==> config.mk <==
export PLATFORM = sky130hd
export DESIGN_NAME = qam_symbol_sequencer
export DESIGN_NICKNAME = d
export VERILOG_FILES = /design/src/rtl/qam_pkg.sv /design/src/rtl/qam_bit_deserializer.sv /design/src/rtl/qam_symbol_sequencer.sv
export SDC_FILE = /design/constraint.sdc
export NUM_CORES = 1
export LEC_CHECK = 0
export ABC_CLOCK_PERIOD_IN_PS = 1650
export BUFFER_PORTS_ARGS = -buffer_cell sky130_fd_sc_hd__buf_2
export CORE_MARGIN = 2
export CORE_UTILIZATION = 50
export CTS_CLUSTER_DIAMETER = 30
export DETAILED_ROUTE_END_ITERATION = 6
export PLACE_DENSITY_LB_ADDON = 0.3
export RECOVER_POWER = 25
export SLEW_MARGIN = 25
export SYNTH_ARGS = -nofsm -noshare
export SYNTH_HDL_FRONTEND = slang
export SYNTH_HIERARCHICAL = 1
export SYNTH_SLANG_ARGS = --single-unit
export TNS_END_PERCENT = 30
==> constraint.sdc <==
create_clock -name inp_clk -period 1.65 [get_ports inp_clk]
set_input_delay 0.165 -clock inp_clk [delete_from_list [all_inputs] [get_ports inp_clk]]
set_output_delay 0.165 -clock inp_clk [all_outputs]
set_load 0.02 [all_outputs]
==> src/rtl/qam_pkg.sv <==
// Shared types and constants for the 16-QAM symbol sequencer.
package qam_pkg;

  localparam int BITS_PER_SYM = 4;
  localparam int NBITS_W      = $clog2(BITS_PER_SYM);

  typedef enum logic [1:0] {
    ST_IDLE = 2'd0,
    ST_INIT = 2'd1,
    ST_ITER = 2'd2,
    ST_DONE = 2'd3
  } seq_state_e;

  // 3-bit two's complement amplitude levels
  localparam logic signed [2:0] LVL_M3 = 3'sb101;
  localparam logic signed [2:0] LVL_M1 = 3'sb111;
  localparam logic signed [2:0] LVL_P1 = 3'sb001;
  localparam logic signed [2:0] LVL_P3 = 3'sb011;

  // Gray-coded bit pair to amplitude level
  function automatic logic signed [2:0] gray_to_level(input logic [1:0] g);
    case (g)
      2'b00:   return LVL_M3;
      2'b01:   return LVL_M1;
      2'b11:   return LVL_P1;
      default: return LVL_P3;
    endcase
  endfunction

endpackage

==> src/rtl/qam_bit_deserializer.sv <==
// Mid-bit sampler, 4-bit shift register and single-entry symbol staging buffer.
module qam_bit_deserializer
  import qam_pkg::*;
#(
  parameter int BIT_PERIOD = 50
) (
  input  logic                    inp_clk,
  input  logic                    rst,
  input  logic                    en,
  input  logic                    inputsignal,
  input  logic                    apply,
  output logic [BITS_PER_SYM-1:0] stage_bits,
  output logic                    stage_full,
  output logic                    overrun
);

  localparam int CNT_W = (BIT_PERIOD > 2) ? $clog2(BIT_PERIOD) : 1;
  localparam logic [CNT_W-1:0]   MID      = CNT_W'(BIT_PERIOD / 2);
  localparam logic [CNT_W-1:0]   LAST     = CNT_W'(BIT_PERIOD - 1);
  localparam logic [NBITS_W-1:0] NB_LAST  = NBITS_W'(BITS_PER_SYM - 1);

  logic [CNT_W-1:0]        bit_cnt_q, bit_cnt_d;
  logic [BITS_PER_SYM-1:0] shift_q, shift_d;
  logic [NBITS_W-1:0]      nbits_q, nbits_d;
  logic                    load_q, load_d;
  logic [BITS_PER_SYM-1:0] stage_q, stage_d;
  logic                    stage_full_q, stage_full_d;
  logic                    overrun_q, overrun_d;
  logic                    sample;

  // Bit timing, shifting, and staging with overwrite detection
  always_comb begin
    sample       = en && (bit_cnt_q == MID);
    bit_cnt_d    = bit_cnt_q;
    shift_d      = shift_q;
    nbits_d      = nbits_q;
    load_d       = 1'b0;
    stage_d      = stage_q;
    stage_full_d = stage_full_q;
    overrun_d    = overrun_q;
    if (en) begin
      bit_cnt_d = (bit_cnt_q == LAST) ? '0 : bit_cnt_q + 1'b1;
    end
    if (sample) begin
      shift_d = {shift_q[BITS_PER_SYM-2:0], inputsignal};
      nbits_d = (nbits_q == NB_LAST) ? '0 : nbits_q + 1'b1;
      load_d  = (nbits_q == NB_LAST);
    end
    if (apply) begin
      stage_full_d = 1'b0;
    end
    // A load in the same cycle as an apply refills the buffer; apply reads the old value
    if (load_q) begin
      stage_d      = shift_q;
      stage_full_d = 1'b1;
      if (stage_full_q && !apply) begin
        overrun_d = 1'b1;
      end
    end
  end

  // Deserializer state registers
  always_ff @(posedge inp_clk) begin
    if (rst) begin
      bit_cnt_q    <= '0;
      shift_q      <= '0;
      nbits_q      <= '0;
      load_q       <= 1'b0;
      stage_q      <= '0;
      stage_full_q <= 1'b0;
      overrun_q    <= 1'b0;
    end else begin
      bit_cnt_q    <= bit_cnt_d;
      shift_q      <= shift_d;
      nbits_q      <= nbits_d;
      load_q       <= load_d;
      stage_q      <= stage_d;
      stage_full_q <= stage_full_d;
      overrun_q    <= overrun_d;
    end
  end

  assign stage_bits = stage_q;
  assign stage_full = stage_full_q;
  assign overrun    = overrun_q;

endmodule

==> src/rtl/qam_symbol_sequencer.sv <==
// 16-QAM controller: symbol application and sine/cosine generator sequencing.
module qam_symbol_sequencer
  import qam_pkg::*;
#(
  parameter int BIT_PERIOD = 50,
  parameter int ITERS      = 12,
  parameter int PHASE_W    = 8,
  parameter int PHASE_INC  = 1
) (
  input  logic                  inp_clk,
  input  logic                  rst,
  input  logic                  en,
  input  logic                  inputsignal,
  output logic signed [2:0]     sym_i,
  output logic signed [2:0]     sym_q,
  output logic                  sym_valid,
  output logic [PHASE_W-1:0]    phase,
  output logic                  initialize,
  output logic [3:0]            iter,
  output logic                  sample_strobe,
  output logic                  busy,
  output logic                  overrun
);

  localparam logic [3:0]         ITER_LAST = 4'(ITERS - 1);
  localparam logic [PHASE_W-1:0] PH_INC    = PHASE_W'(PHASE_INC);

  seq_state_e              state_q, state_d;
  logic [3:0]              cnt_q, cnt_d;
  logic                    apply;
  logic [BITS_PER_SYM-1:0] stage_bits;
  logic                    stage_full;

  logic signed [2:0]       sym_i_q, sym_i_d, sym_q_q, sym_q_d;
  logic                    sym_valid_q, sym_valid_d;
  logic [PHASE_W-1:0]      phase_q, phase_d;
  logic                    initialize_q, initialize_d;
  logic [3:0]              iter_q, iter_d;
  logic                    sample_strobe_q, sample_strobe_d;

  qam_bit_deserializer #(
    .BIT_PERIOD(BIT_PERIOD)
  ) u_deser (
    .inp_clk    (inp_clk),
    .rst        (rst),
    .en         (en),
    .inputsignal(inputsignal),
    .apply      (apply),
    .stage_bits (stage_bits),
    .stage_full (stage_full),
    .overrun    (overrun)
  );

  // FSM state and iteration counter
  always_ff @(posedge inp_clk) begin
    if (rst) begin
      state_q <= ST_IDLE;
      cnt_q   <= '0;
    end else begin
      state_q <= state_d;
      cnt_q   <= cnt_d;
    end
  end

  // Next-state: one sample is INIT, ITERS iterations, then DONE
  always_comb begin
    state_d = state_q;
    case (state_q)
      ST_IDLE: if (stage_full && en) state_d = ST_INIT;
      ST_INIT: state_d = ST_ITER;
      ST_ITER: if (cnt_q == ITER_LAST) state_d = ST_DONE;
      ST_DONE: state_d = en ? ST_INIT : ST_IDLE;
      default: state_d = ST_IDLE;
    endcase
  end

  // Outputs decoded from the current state, registered one cycle later
  always_comb begin
    apply           = stage_full && (((state_q == ST_IDLE) && en) || (state_q == ST_DONE));
    cnt_d           = cnt_q;
    if (state_q == ST_INIT) cnt_d = '0;
    else if (state_q == ST_ITER) cnt_d = cnt_q + 1'b1;
    sym_i_d         = apply ? gray_to_level(stage_bits[3:2]) : sym_i_q;
    sym_q_d         = apply ? gray_to_level(stage_bits[1:0]) : sym_q_q;
    sym_valid_d     = apply;
    initialize_d    = (state_q == ST_INIT);
    iter_d          = (state_q == ST_ITER) ? cnt_q : 4'd0;
    sample_strobe_d = (state_q == ST_DONE);
    // Phase advances after its strobe so the strobe presents the phase just computed
    phase_d         = sample_strobe_q ? phase_q + PH_INC : phase_q;
  end

  // Output registers
  always_ff @(posedge inp_clk) begin
    if (rst) begin
      sym_i_q         <= '0;
      sym_q_q         <= '0;
      sym_valid_q     <= 1'b0;
      phase_q         <= '0;
      initialize_q    <= 1'b0;
      iter_q          <= '0;
      sample_strobe_q <= 1'b0;
    end else begin
      sym_i_q         <= sym_i_d;
      sym_q_q         <= sym_q_d;
      sym_valid_q     <= sym_valid_d;
      phase_q         <= phase_d;
      initialize_q    <= initialize_d;
      iter_q          <= iter_d;
      sample_strobe_q <= sample_strobe_d;
    end
  end

  assign sym_i         = sym_i_q;
  assign sym_q         = sym_q_q;
  assign sym_valid     = sym_valid_q;
  assign phase         = phase_q;
  assign initialize    = initialize_q;
  assign iter          = iter_q;
  assign sample_strobe = sample_strobe_q;
  assign busy          = (state_q != ST_IDLE);

endmodule

==> results.txt <==
----------------------------------------------------
[Worst setup path]
  Crit path required time ... between 1.5 and 2 ns
  Kind of start point of the critical path ... register
  Crit path arrival time ... roughly 1.8 ns
  Critical R2R Launch ... u_deser/bit_cnt_q[1]$_SDFFE_PP0P_
  Worst setup startpoint ... u_deser/bit_cnt_q[1]$_SDFFE_PP0P_
  Depth of the most critical reg-to-reg path ... 5
  RR Endpoint ... u_deser/nbits_q[0]$_SDFFE_PP0P_
  Critical Path End Type ... register
  Critical Setup Path Class ... register to register
  Highest net fanout along the worst path ... 5
  Setup slack, reg-to-reg ... around 0.10 ns

[Pwr]
  Fraction of power consumed by combinational cells ... 0.039
  NetSw ... slightly below 0.4 mW
  P_leak ... approximately 0.88 nW
  VDD IR-drop max ... between 600 and 700 µV
  Power density over the cells ... about 860 nW/µm²
  Pint ... ~1.5 mW
  Share of power burned in the clock network ... 0.381
  Reg power frac ... 0.579
  Switching part of the total ... 0.208
  Total power after layout ... 1.89 mW

[Hold path]
  Endpoint, Worst Hold ... u_deser/shift_q[0]$_SDFFE_PP0P_
  Number of cells traversed by the worst hold path ... 3
  Class of the most critical hold timing path ... input pin to register
  Hold wc startpoint ... inputsignal

[Clock network]
  CTS HTree Levels ... 2
  Number of buffers created by CTS ... 5
  Worst-Skew Late Latency ... about 0.30 ns
  Hold buffers post-CTS ... 0
  Post CTS Setup Buffer Count ... 0
  Sink count of the clock tree ... 45
  Clock tree from TritonCTS ... built
  Root buf cell ... sky130_fd_sc_hd__clkbuf_8
  Maximum number of buffers from clock root to sink ... 2
  Clock transition at the register clock pins on the worst setup and hold paths after CTS ... 0.07 ns
  Number of instances resized during post-cts repair ... 0

[Placement]
  Final Wtd Congestion ... between 0.7 and 0.8
  Final HPWL from detailed placement ... between 2000 and 2500 µm
  Placed insts ... ~280
  IO buf count ... 26
  Post-Place Setup Slack ... roughly 0.091 ns
  Area of placed instances ... approximately 2100 µm²

[Timing]
  Max Clk Rate ... approximately 0.65 GHz
  WHS ... 0.127 ns
  Max Slew Vio Count ... 0
  Worst relative slew slack ... 0.766
  Setup repair after global routing missed its margin ... false
  Crit path time final ... 1.55 ns
  Worst setup slack after layout ... 0.105 ns
  Post-Route Skew ... around 0.0025 ns
  Total of endpoints with negative setup slack in the final report ... 0
  Share of the cycle needed by the critical path after routing ... 0.936
  Actual slew at the worst max-slew pin ... 0.351 ns
  Sum of negative setup slack ... 0 ns
  Final Hold Violating Endpoints ... 0

[Routing]
  Vias per cell ... approximately 5.2
  Detailed-route wire length ... around 3300 µm
  Detailed-route wire length per cell ... between 10 and 15 µm
  Post-DRT Antenna Nets ... 0
  1st-pass router iterations ... 4
  Final routed DRC violation total ... 0
  DR vias ... about 1,500
  Number of DRC violations after detailed-routing iteration 0 ... 74

[Finish]
  Commonest non-fill, non-tap cells in the layout ... sky130_fd_sc_hd__dfxtp_1 (44), sky130_fd_sc_hd__nor2_1 (19), sky130_fd_sc_hd__buf_2 (17)
  Post-route core utilization ... 0.604
  Final Cell Area ... approximately 2200 µm²
  Non-Filler Instances ... 285
  Final-stage net count ... roughly 250
  Share of post-route cells with drive strength above 1 ... 0.160
  Number of diodes ... 0
  Synthesis-to-layout area growth ... 15.4%
  Most common cell after layout, fill and taps aside ... sky130_fd_sc_hd__dfxtp_1

[Flow run]
  Total of max-cap violations ... 0

[Die]
  Width of the chip ... 65.9 µm
  Number of top-level pins ... 27
  Die ar. ... ~4300 µm²
  Core ar. ... 3660 µm²
  Die Ht ... about 66 µm
  Starting Density ... 0.523
  Number of rows created at floorplan ... 22

[Logic synthesis]
  Number of instances in the synthesized netlist ... just over 200
  Synth unique cells ... 35
  Count of flip-flops with a built-in enable after synthesis ... 0
  Mean cell area of the mapped netlist ... roughly 9.4 µm²
  Flip-flop and latch count after synthesis ... 45
  Cell area after technology mapping ... 1910 µm²
  Sequential share of the synthesized area ... 0.471
  Async set-reset flop share out of synthesis ... 0
  Top_reg_cell synth ... sky130_fd_sc_hd__dfxtp_1
  Syn Nets ... 222
  Number of warnings issued by yosys ... 6

[GRT]
  First-pass GRT wire length ... between 5000 and 6000 µm
  Initial antenna violation count ... 0
  Maximum number of pins on one net before global-route repair ... 21
  Remaining global-route overflow ... 0
  GR Util All Layers ... 0.168
  Via count of the first global-routing pass ... between 1,000 and 1,500

[Run status]
  Outcome ... finished, final reports clean

----------------------------------------------------
-- routing by layer --
layer	wire (µm)	track usage
met1	1460	0.181
met2	1640	0.297
met3	138	0.0613
met4	35	0.0625
met5	0	0
-- cells by family after synthesis --
family,count (synthesis),synth area share
buffers and inverters,19,0.0444
xor gates and xnor gates,11,0.0503
adders and majority gates,14,0.0915
muxes,8,0.0418
AOI/OAI and AO/OA,36,0.107
DFF,45,0.471
and+or+nand+nor,71,0.195
-- synth_stat cells (2+ instances only) --
| cell type | n | share of area |
|---|---|---|
| sky130_fd_sc_hd__mux2i_1 | 8 | 0.042 |
| sky130_fd_sc_hd__nor2b_1 | 5 | 0.016 |
| sky130_fd_sc_hd__nand4_1 | 5 | 0.016 |
| sky130_fd_sc_hd__or4_1 | 2 | 0.0078 |
| sky130_fd_sc_hd__o31ai_1 | 2 | 0.0078 |
| sky130_fd_sc_hd__and2_1 | 4 | 0.013 |
| sky130_fd_sc_hd__xnor2_1 | 3 | 0.014 |
| sky130_fd_sc_hd__nand2_1 | 9 | 0.018 |
| sky130_fd_sc_hd__o21ai_0 | 11 | 0.029 |
| sky130_fd_sc_hd__and3_1 | 2 | 0.0065 |
| sky130_fd_sc_hd__clkbuf_1 | 4 | 0.0078 |
| sky130_fd_sc_hd__inv_1 | 10 | 0.020 |
| sky130_fd_sc_hd__nor3_1 | 5 | 0.013 |
| sky130_fd_sc_hd__buf_2 | 2 | 0.0052 |
| sky130_fd_sc_hd__ha_1 | 14 | 0.092 |
| sky130_fd_sc_hd__a21oi_1 | 16 | 0.042 |
| sky130_fd_sc_hd__a211oi_1 | 3 | 0.012 |
| sky130_fd_sc_hd__dfxtp_1 | 45 | 0.47 |
| sky130_fd_sc_hd__xor2_1 | 8 | 0.037 |
| sky130_fd_sc_hd__nor2_1 | 20 | 0.039 |
| sky130_fd_sc_hd__nand3_1 | 10 | 0.026 |
| sky130_fd_sc_hd__or3_1 | 3 | 0.0098 |
-- area by class of cell --
| class | count | area, µm² |
|---|---|---|
| Clock inverter | 1 | 5.00 |
| Fill cell | 353 | 1450 |
| Tap cell | 48 | 60.1 |
| Sequential cell | 45 | 902 |
| Timing Repair Buffer | 34 | 175 |
| Clock buffer | 7 | 96.3 |
| Multi-Input combinational cell | 140 | 933 |
| Inverter | 10 | 37.5 |
-- power groups by stage --
stage | logic (mW) | registers, mW | clock network [mW]
2_1_floorplan | 0.0434 | 1.12 | 0
3_3_place_gp | 0.0736 | 1.12 | 0
3_5_place_dp | 0.0736 | 1.12 | 0
4_1_cts | 0.0741 | 1.10 | 0.752
5_1_grt | 0.0836 | 1.10 | 0.799
6_report | 0.0747 | 1.10 | 0.721
-- how the worst max path moves through the flow --
stage	endpoint	slack, ns	depth (start not counted)
after floorplan	u_deser/nbits_q[0]$_SDFFE_PP0P_	0.04	5
after global placement	u_deser/nbits_q[0]$_SDFFE_PP0P_	0.17	5
after detailed placement	u_deser/nbits_q[0]$_SDFFE_PP0P_	0.09	5
after CTS	u_deser/nbits_q[0]$_SDFFE_PP0P_	0.09	5
after global routing	u_deser/overrun$_SDFFE_PP0P_	0.007	7
final	u_deser/nbits_q[0]$_SDFFE_PP0P_	0.10	5
-- critical path, stage by stage, from the launching register on --
cell,delay (ns)
sky130_fd_sc_hd__dfxtp_2,0.34
sky130_fd_sc_hd__inv_1,0.06
sky130_fd_sc_hd__ha_2,0.16
sky130_fd_sc_hd__or3b_1,0.36
sky130_fd_sc_hd__or4_1,0.40
sky130_fd_sc_hd__a21oi_1,0.16
-- flip-flops by register name (all words and copies together) (netlist names), 2 cells and up --
signal              count
state_q                 2
sym_q                   2
u_deser/bit_cnt_q       6
u_deser/shift_q         4
iter                    4
sym_i                   3
u_deser/nbits_q         2
u_deser/stage_bits      4
cnt_q                   4
phase                   8
Note: power is estimated with default switching activity, not from simulation.
